## config.mk

```make
export PLATFORM = sky130hd
export DESIGN_NAME = cp0_unit
export DESIGN_NICKNAME = d
export VERILOG_FILES = /design/src/rtl/cp0_unit_pkg.sv /design/src/rtl/cp0_count.sv /design/src/rtl/cp0_unit.sv
export SDC_FILE = /design/constraint.sdc
export NUM_CORES = 1
export LEC_CHECK = 0
export ABC_CLOCK_PERIOD_IN_PS = 4600
export CORE_MARGIN = 3
export CORE_UTILIZATION = 45
export CTS_CLUSTER_SIZE = 24
export DETAILED_ROUTE_END_ITERATION = 12
export GPL_TIMING_DRIVEN = 1
export PLACE_DENSITY = 0.82
export SYNTH_ARGS = -nofsm -noshare
export SYNTH_HDL_FRONTEND = slang
export SYNTH_SLANG_ARGS = --single-unit
```

## constraint.sdc

```tcl
create_clock -name clk -period 4.6 [get_ports clk]
set_input_delay 1.15 -clock clk [delete_from_list [all_inputs] [get_ports clk]]
set_output_delay 1.15 -clock clk [all_outputs]
set_load 0.01 [all_outputs]
```

## src/rtl/cp0_unit_pkg.sv

```systemverilog
// cp0_unit_pkg -- shared definitions for the CP0 coprocessor slice.
//   CP0 register numbers, ExcCode values, exception handler address,
//   PRId constant and packed layouts of the SR / Cause state.
package cp0_unit_pkg;

    // CP0 register numbers (rd field of mtc0/mfc0)
    localparam logic [4:0] REG_COUNT = 5'd9;
    localparam logic [4:0] REG_SR    = 5'd12;
    localparam logic [4:0] REG_CAUSE = 5'd13;
    localparam logic [4:0] REG_EPC   = 5'd14;
    localparam logic [4:0] REG_PRID  = 5'd15;

    // ExcCode values
    localparam logic [4:0] EXC_INT     = 5'd0;
    localparam logic [4:0] EXC_ADEL    = 5'd4;
    localparam logic [4:0] EXC_ADES    = 5'd5;
    localparam logic [4:0] EXC_SYSCALL = 5'd8;
    localparam logic [4:0] EXC_RI      = 5'd10;
    localparam logic [4:0] EXC_OV      = 5'd12;

    // Handler entry address used by PC select when Req fires
    localparam logic [31:0] HANDLER_ADDR = 32'h0000_4180;
    localparam logic [31:0] PRID_VAL     = 32'h2023_0711;

    // Writable SR fields; mapped to IM[15:10], EXL[1], IE[0]
    typedef struct packed {
        logic [5:0] im;
        logic       exl;
        logic       ie;
    } sr_t;

    // Cause fields; mapped to BD[31], IP[15:10], ExcCode[6:2]
    typedef struct packed {
        logic       bd;
        logic [5:0] ip;
        logic [4:0] exc_code;
    } cause_t;

    function automatic logic [31:0] sr_word(input sr_t s);
        return {16'h0, s.im, 8'h0, s.exl, s.ie};
    endfunction

    function automatic logic [31:0] cause_word(input cause_t c);
        return {c.bd, 15'h0, c.ip, 3'h0, c.exc_code, 2'b00};
    endfunction

endpackage

```

## src/rtl/cp0_count.sv

```systemverilog
// cp0_count -- free-running 32-bit Count register (CP0 reg 9).
//   Only instantiated when CP0_COUNT_EN is defined.
// Ports:
//   clk    in   clock
//   reset  in   async active-low reset, clears count
//   load   in   mtc0 to Count this cycle (takes priority over increment)
//   din    in   load value
//   count  out  current Count value
module cp0_count (
    input  logic        clk,
    input  logic        reset,
    input  logic        load,
    input  logic [31:0] din,
    output logic [31:0] count
);

    always_ff @(posedge clk or negedge reset) begin
        if (!reset)
            count <= 32'h0;
        else if (load)
            count <= din;
        else
            count <= count + 32'd1;   // wraps naturally at 0xFFFF_FFFF
    end

endmodule

```

## src/rtl/cp0_unit.sv

```systemverilog
// cp0_unit -- MIPS-style coprocessor 0: SR, Cause, EPC, PRId and optional
//   Count (build with CP0_COUNT_EN to include register 9).
// Ports:
//   clk        in   clock
//   reset      in   async active-low reset
//   en         in   mtc0 write enable (M stage)
//   CP0Add     in   register number for mtc0/mfc0
//   CP0In      in   mtc0 write data
//   VPC        in   PC of M-stage instruction
//   BDIn       in   M-stage instruction is in a delay slot
//   ExcCodeIn  in   collected exception code, 0 = none
//   HWInt      in   level-sensitive interrupt lines
//   EXLClr     in   eret committing in M stage
//   CP0Out     out  mfc0 read data (pre-write value)
//   EPCOut     out  EPC register, for eret PC select
//   Req        out  exception/interrupt entry request (combinational)
module cp0_unit
    import cp0_unit_pkg::*;
(
    input  logic        clk,
    input  logic        reset,
    input  logic        en,
    input  logic [4:0]  CP0Add,
    input  logic [31:0] CP0In,
    input  logic [31:0] VPC,
    input  logic        BDIn,
    input  logic [4:0]  ExcCodeIn,
    input  logic [5:0]  HWInt,
    input  logic        EXLClr,
    output logic [31:0] CP0Out,
    output logic [31:0] EPCOut,
    output logic        Req
);

    sr_t         sr;
    cause_t      cause;
    logic [31:0] epc;

    logic        int_req;
    logic        exc_req;
    logic        mtc0_wr;
    logic [31:0] victim_pc;

    // Masked interrupts beat exceptions; EXL blocks any nested entry.
    assign int_req = (|(HWInt & sr.im)) & sr.ie & ~sr.exl;
    assign exc_req = (ExcCodeIn != EXC_INT) & ~sr.exl;
    // Gated by reset so Req drops the instant reset asserts, even with
    // an exception code still presented by the pipeline.
    assign Req     = reset & (int_req | exc_req);

    // An entry request squashes the mtc0 in the same instruction.
    assign mtc0_wr = en & ~Req;

    // Delay-slot victims restart at the branch, one word back.
    assign victim_pc = (VPC & ~32'h3) - (BDIn ? 32'd4 : 32'd0);

`ifdef CP0_COUNT_EN
    logic [31:0] count;

    cp0_count u_count (
        .clk   (clk),
        .reset (reset),
        .load  (mtc0_wr && (CP0Add == REG_COUNT)),
        .din   (CP0In),
        .count (count)
    );
`endif

    always_ff @(posedge clk or negedge reset) begin
        if (!reset) begin
            sr    <= '0;
            cause <= '0;
            epc   <= 32'h0;
        end else begin
            cause.ip <= HWInt;
            if (Req) begin
                sr.exl         <= 1'b1;
                cause.bd       <= BDIn;
                cause.exc_code <= int_req ? EXC_INT : ExcCodeIn;
                epc            <= victim_pc;
            end else begin
                if (mtc0_wr && (CP0Add == REG_SR)) begin
                    sr.im  <= CP0In[15:10];
                    sr.ie  <= CP0In[0];
                    // eret in the same cycle overrides the written EXL bit
                    sr.exl <= CP0In[1] & ~EXLClr;
                end else if (EXLClr) begin
                    sr.exl <= 1'b0;
                end
                if (mtc0_wr && (CP0Add == REG_EPC))
                    epc <= CP0In;
            end
        end
    end

    always_comb begin
        CP0Out = 32'h0;
        case (CP0Add)
            REG_SR:    CP0Out = sr_word(sr);
            REG_CAUSE: CP0Out = cause_word(cause);
            REG_EPC:   CP0Out = epc;
            REG_PRID:  CP0Out = PRID_VAL;
`ifdef CP0_COUNT_EN
            REG_COUNT: CP0Out = count;
`endif
            default:   CP0Out = 32'h0;
        endcase
    end

    // No bypass: hazard logic keeps eret behind an mtc0 to EPC.
    assign EPCOut = epc;

endmodule

```

==> flow_summary.json <==
{
  "status": "complete, no violations",
  "worstMarginPinSlew_ns": 0.758,
  "drive_above_1_share_pct": 12.1,
  "core_um2": 6940,
  "initial_utilization_pct": 47.5,
  "drc": 0,
  "cp.required_ns": 3.45,
  "drv_cap": 0,
  "ys_seq_area_share_pct": 39.5,
  "critical_path.slowest_cell": "a311oi_1",
  "power_mw": 1.51,
  "critPathMaxFanout": 4,
  "gp_congestion": 0.893,
  "hp-class": "flop to flop",
  "ant_nets": 0,
  "grt_first_pass_wirelength_um": 15500,
  "power_density_nw_per_um2": 301,
  "endpoint_kind": "output pin",
  "crit_arrival_ns": 3.20,
  "cts_tree": "done",
  "peakVddDrop_v": 0.000167,
  "min_period_ns": 4.35,
  "cts_resized": 0,
  "finalSetupViolCount": 0,
  "placed_area_um2": 4890,
  "clk_pin_slew_ns": 0.10,
  "synth-seq-cells": 52,
  "final_util_pct": 72.1,
  "port_buffers": 147,
  "drt-initial-drc-count": 128,
  "grt_max_degree": 72,
  "wire_per_inst_um": 16.4,
  "fin_crit_sh_pct": 94.6,
  "fin_setup_tns_ns": 0,
  "syn-num-nets": 445,
  "critical_path.max_stage_delay_ns": 0.58,
  "antenna_found_initial": 0,
  "ctsHoldBuffers": 0,
  "rsz0062_at_grt": "false",
  "hold_viol": 0,
  "cts.sinks": 52,
  "root_buffer": "clkbuf_8",
  "maxSlewHeadroom_pct": 49.5,
  "p_leak_nw": 2.00,
  "cts_buffers": 5,
  "clock_latency_ns": 0.31,
  "post_cts_buffers": 0,
  "maxSlewViolCount": 0,
  "die_area_um2": 8390,
  "finalNetCount": 592,
  "clock_skew_ns": 0.00875,
  "grt_pass1_vias": 3092,
  "max_freq_mhz": 230,
  "viasPerCell": 5.24,
  "chipHeight_um": 91.6,
  "rows": 30,
  "die_w_um": 91.6,
  "diodes": 0,
  "critical_path.cell_chain": "clkdlybuf4s50_1 > a22oi_1 > a311oi_1 > o21ai_4 > inv_1 > clkdlybuf4s50_1",
  "dr.pass1.iters": 4,
  "stdcell_area_um2": 5010,
  "area_growth_pct": 51.9,
  "num_io_pins": 150,
  "num_vias": 3154,
  "ctsHtreeMaxLevel": 2,
  "synth_area_leaders": "dfrtp_1 (39%), mux2_2 (9.9%), nor2_1 (5.7%)",
  "groute.usage.overall_pct": 23.1,
  "clockBufferDepth": 2,
  "dp_hpwl_um": 7710,
  "routed_wl_um": 9870,
  "synth.avg_cell_area_um2": 9.21,
  "yosysWarnings": 0,
  "synth_top_cell_area_share_pct": 39.5,
  "yosysUniqueCellTypes": 44,
  "syn_area_um2": 3300,
  "grt-ovfl-total": 0,
  "path_common_cell": "clkdlybuf4s50_1",
  "synth.largest_area_cell": "dfrtp_1",
  "path_class": "primary input to output pin",
  "synthCells": 358,
  "cp-start-kind": "primary input"
}
flip-flops by register name, indices dropped and copies added (netlist names):
| name | flops |
|---|---|
| EPCOut | 32 |
| cause | 12 |
| sr | 8 |
report_power, final:
part           switching (mW)  total [mW]  internal, mW
clock                   0.156       0.320         0.164
combinational           0.227       0.545         0.318
sequential             0.0818       0.640         0.558
layout by cell type, fill, tap and decap left out, types with 2 or more instances in the layout:
master           Yosys  routed
nor4_2               2       2
clkbuf_8             0       5
nor3b_1              2       2
nor4_1               3       3
clkdlybuf4s50_1      0     146
ha_1                 2       2
nor4_4               3       3
nor3_1              14      14
nor2_1              50      50
buf_4                1      11
or3_1                3       3
mux2_2              29      29
and2_1              13      13
mux2i_1             18      18
nor2b_1              4       4
a21oi_1             15      15
nand3_1              3       3
nand3b_1             2       2
inv_1                5       5
xnor2_1             18      18
nand2_1             40      40
o21ai_0             22      22
dfrtp_1             52      52
o31a_1               2       2
a22oi_1              8       8
xor2_1               7       7
o21ai_1              8       7
cells in the mapped netlist (all sizes together):
cell type,number
o21ai,31
a21oi,15
mux2,29
nor4,8
a22oi,8
nand2b,1
xor2,7
nand2,40
buf,7
a311oi,1
dfrtp,52
nor2,50
or2b,1
nor3b,2
a31oi,1
a21bo,1
and3b,1
nand3b,2
nor2b,4
clkbuf,11
a311o,1
xnor2,18
and2,13
inv,5
nor3,14
o31a,2
ha,2
and3,2
a211oi,1
nand3,3
or4,2
nand4,1
or3,3
mux2i,18
nand4b,1
critical path, delay by kind of cell:
| kind | cells | cell delay, ns |
|---|---|---|
| AOI/OAI and AO/OA | 3 | 0.78 |
| buffers and inverters | 3 | 1.26 |
through the flow:
| step | hold WS [ns] | worst slack (ns) | std cells |
|---|---|---|---|
| floorplan | 0.445 | 1.15 | 358 |
| global placement | 0.463 | 0.402 | 594 |
| detailed placement | 0.472 | 0.292 | 594 |
| CTS | 0.494 | 0.286 | 602 |
| global route | 0.513 | 0.183 | 602 |
| finish | 0.489 | 0.251 | 602 |
final timing paths:
kind,startpoint,to,slack [ns],cells after the start
worst max-delay path,HWInt[0],Req,0.25,6
worst min-delay path,cause[0],cause[0],0.49,2
worst max register to register,sr[6],cause[11],2.46,5
worst min register to register,cause[0],cause[0],0.49,2
max in group asynchronous,reset,EPCOut[28],3.09,2
min in group asynchronous,reset,cause[9],1.05,2
final cells by class:
cell class	count	area, µm²
Inverter	5	18.8
Clock inverter	3	46.3
Tap cell	96	120
Fill cell	523	1940
Multi-Input combinational cell	283	1900
Timing Repair Buffer	158	1550
Clock buffer	5	68.8
Sequential cell	52	1300
routing by layer:
layer / vias to the layer above / wire length, µm / track usage (%)
li1: 1532 / - / -
met1: 1478 / 3960 / 28.3
met2: 131 / 4830 / 40.4
met3: 13 / 912 / 5.39
met4: 0 / 171 / 6.53
met5: - / 0 / 0
kinds of logic after synthesis:
logic type	count (synthesis)	synth area share, %
flops	52	39.5
simple gates	148	23.8
fa+ha+maj	2	0.759
mux	47	15.4
buf+inv	23	3.19
xor+xnor	25	6.64
compound gates	61	10.7
Power figures use the tool's default switching activity.
==> RTL edit (same flow settings) <==
Put one more register stage on the output `EPCOut`, with the module's reset. The value now appears one clock later. The other outputs are not delayed to match.
--- a/src/rtl/cp0_unit.sv
+++ b/src/rtl/cp0_unit.sv
@@ -108,7 +108,13 @@
     end
 
     // No bypass: hazard logic keeps eret behind an mtc0 to EPC.
-    assign EPCOut = epc;
+    always_ff @(posedge clk or negedge reset) begin
+        if (!reset) begin
+            EPCOut <= '0;
+        end else begin
+            EPCOut <= epc;
+        end
+    end
 
 endmodule
 
Check against the original RTL: not equivalent (a bounded check fails within 4 cycles, from zero or initial values and one cycle with reset low).
==> RTL edit against the unedited design <==
Setup slack worse by 0.034 ns; combinational power up 3%; synthesized area up 26%; utilization down 5.0 points; routed wire length up 15%; power up 38%; design area up 19%; sequential cell count up 32; critical endpoint is now CP0Out[3]; highest routed layer unchanged.
==> RTL edit: results (changes against the unedited design) <==
| Metric | Value |
|---|---|
| Status | `finished, final reports clean` |
| Skew final | `0.0130 ns (+0.00420 ns)` |
| First-pass GRT wire length | `18200 um (+17%)` |
| Depth of the CTS H-tree | `3 (+1)` |
| Leakage Power | `2.39 nW (+20%)` |
| Slew @ Worst Pin | `0.796 ns (+0.0385 ns)` |
| Clock slew at reported path FFs | `0.08 ns (-0.02 ns)` |
| Nets | `634 (+7.1%)` |
| Crit-path slowest cell | `clkdlybuf4s50_1` |
| Share of cells above drive strength 1 | `13.9% (+1.9 points)` |
| WP data arrival | `3.23 ns (+0.03 ns)` |
| Vias in the first global route | `3603 (+17%)` |
| Crit path largest cell delay | `0.56 ns (-0.02 ns)` |
| Post-detail-place hpwl | `8570 um (+11%)` |
| Vias per inst | `5.33 (+1.7%)` |
| Drt initial violations | `153 (+20%)` |
| Seq/Total Area, Yosys | `50.7% (+11 points)` |
| Hold_sp | `epc[7]` |
| Routed wire per std cell | `17.2 um (+5.0%)` |
| Top_reg_cell synth | `dfrtp_1` |
| Pin count of the biggest net entering global routing | `60 (-17%)` |
| Root buffer cell | `clkbuf_8` |
| CP Max Fanout | `8 (+4)` |
| Clk_lat worst skew | `0.35 ns (+0.04 ns)` |
| Synth cell count leaders | `dfrtp_1, nand2_1, nor2_1` |
| Total track usage | `22.5% (-0.66 points)` |
| RePlAce Congestion | `0.807 (-9.5%)` |
| Peak supply drop | `0.000174 V (+4.6%)` |
| TritonCTS buffer count | `9 (+4)` |
| Setup Slack @ Placement | `0.216 ns (-0.0764 ns)` |
| Crit path from | `CP0Add[1]` |
| Yosys cell types | `42 (-4.5%)` |
| TritonRoute pass-1 iters | `6 (+2)` |
| Mapped Nets | `486 (+9.2%)` |
| Area post-placement | `5750 sq um (+18%)` |
| Synth area leaders | `dfrtp_1, mux2_2, xnor2_1` |
-- RTL edit: cell count changes after synthesis, sizes merged, moves of 3 or more --
cell / unedited run / this run
dfrtp: 52 / 84
xor2: 7 / 3
buf: 7 / 11
xnor2: 18 / 22
nor2: 50 / 43
nand2: 40 / 51
nor4: 8 / 11
o21ai: 31 / 40
a21oi: 15 / 9
clkbuf: 11 / 8
-- RTL edit: path summary, 6_finish.rpt --
kind	cells after the start	endpoint	slack, ns
setup / recovery	6	CP0Out[3]	0.22
hold / removal	0	EPCOut[7]	0.40
max in group asynchronous	2	epc[30]	2.80
min in group asynchronous	1	EPCOut[14]	0.73
hold reg to reg	0	EPCOut[7]	0.40
setup reg to reg	5	sr[0]	2.36
-- RTL edit: final cells by class --
| type | instances | area (sq um) |
|---|---|---|
| well taps | 108 | 135 |
| inverters | 5 | 18.8 |
| repair buffers | 156 | 1540 |
| clock inverters | 6 | 65.1 |
| multi-input cells | 291 | 1960 |
| fillers | 700 | 2910 |
| clock buffers | 10 | 128 |
| flip-flops and latches | 84 | 2100 |
-- RTL edit: cell families after synthesis --
family                   Yosys count  share of synthesized area (%)
AND/OR/NAND/NOR                  157                           20.5
multiplexers                      46                           12.0
flip-flops                        84                           50.7
AO/OA/AOI/OAI                     61                           8.45
adder cells (fa/ha/maj)            2                          0.603
XOR/XNOR                          25                           5.28
buffers and inverters             24                           2.47
-- RTL edit: worst max-delay path, delay by kind of cell --
family,cells,cell delay [ns]
AO/OA/AOI/OAI,1,0.10
buffers and inverters,3,1.36
AND/OR/NAND/NOR,2,0.63
-- RTL edit: power breakdown --
group / internal [mW] / switching [mW] / total (mW)
sequential: 0.906 / 0.0967 / 1.00
combinational: 0.319 / 0.240 / 0.559
clock: 0.251 / 0.267 / 0.518
-- RTL edit: layer usage --
layer | global-route usage (%) | part of all wire (%)
met1 | 29.3 | 43
met2 | 37.5 | 50
met3 | 3.41 | 5.1
met4 | 8.98 | 2.1
met5 | 0 | 0
-- RTL edit: metrics by stage --
stage | util, % | power [mW] | hold WS (ns) | std cells
floorplan | - | 1.25 | 0.363 | 399
global placement | 65.0 | 1.56 | 0.370 | 644
detailed placement | 65.0 | 1.58 | 0.379 | 644
CTS | 67.1 | 2.10 | 0.400 | 660
global route | 67.1 | 2.19 | 0.409 | 660
finish | 67.1 | 2.08 | 0.395 | 660
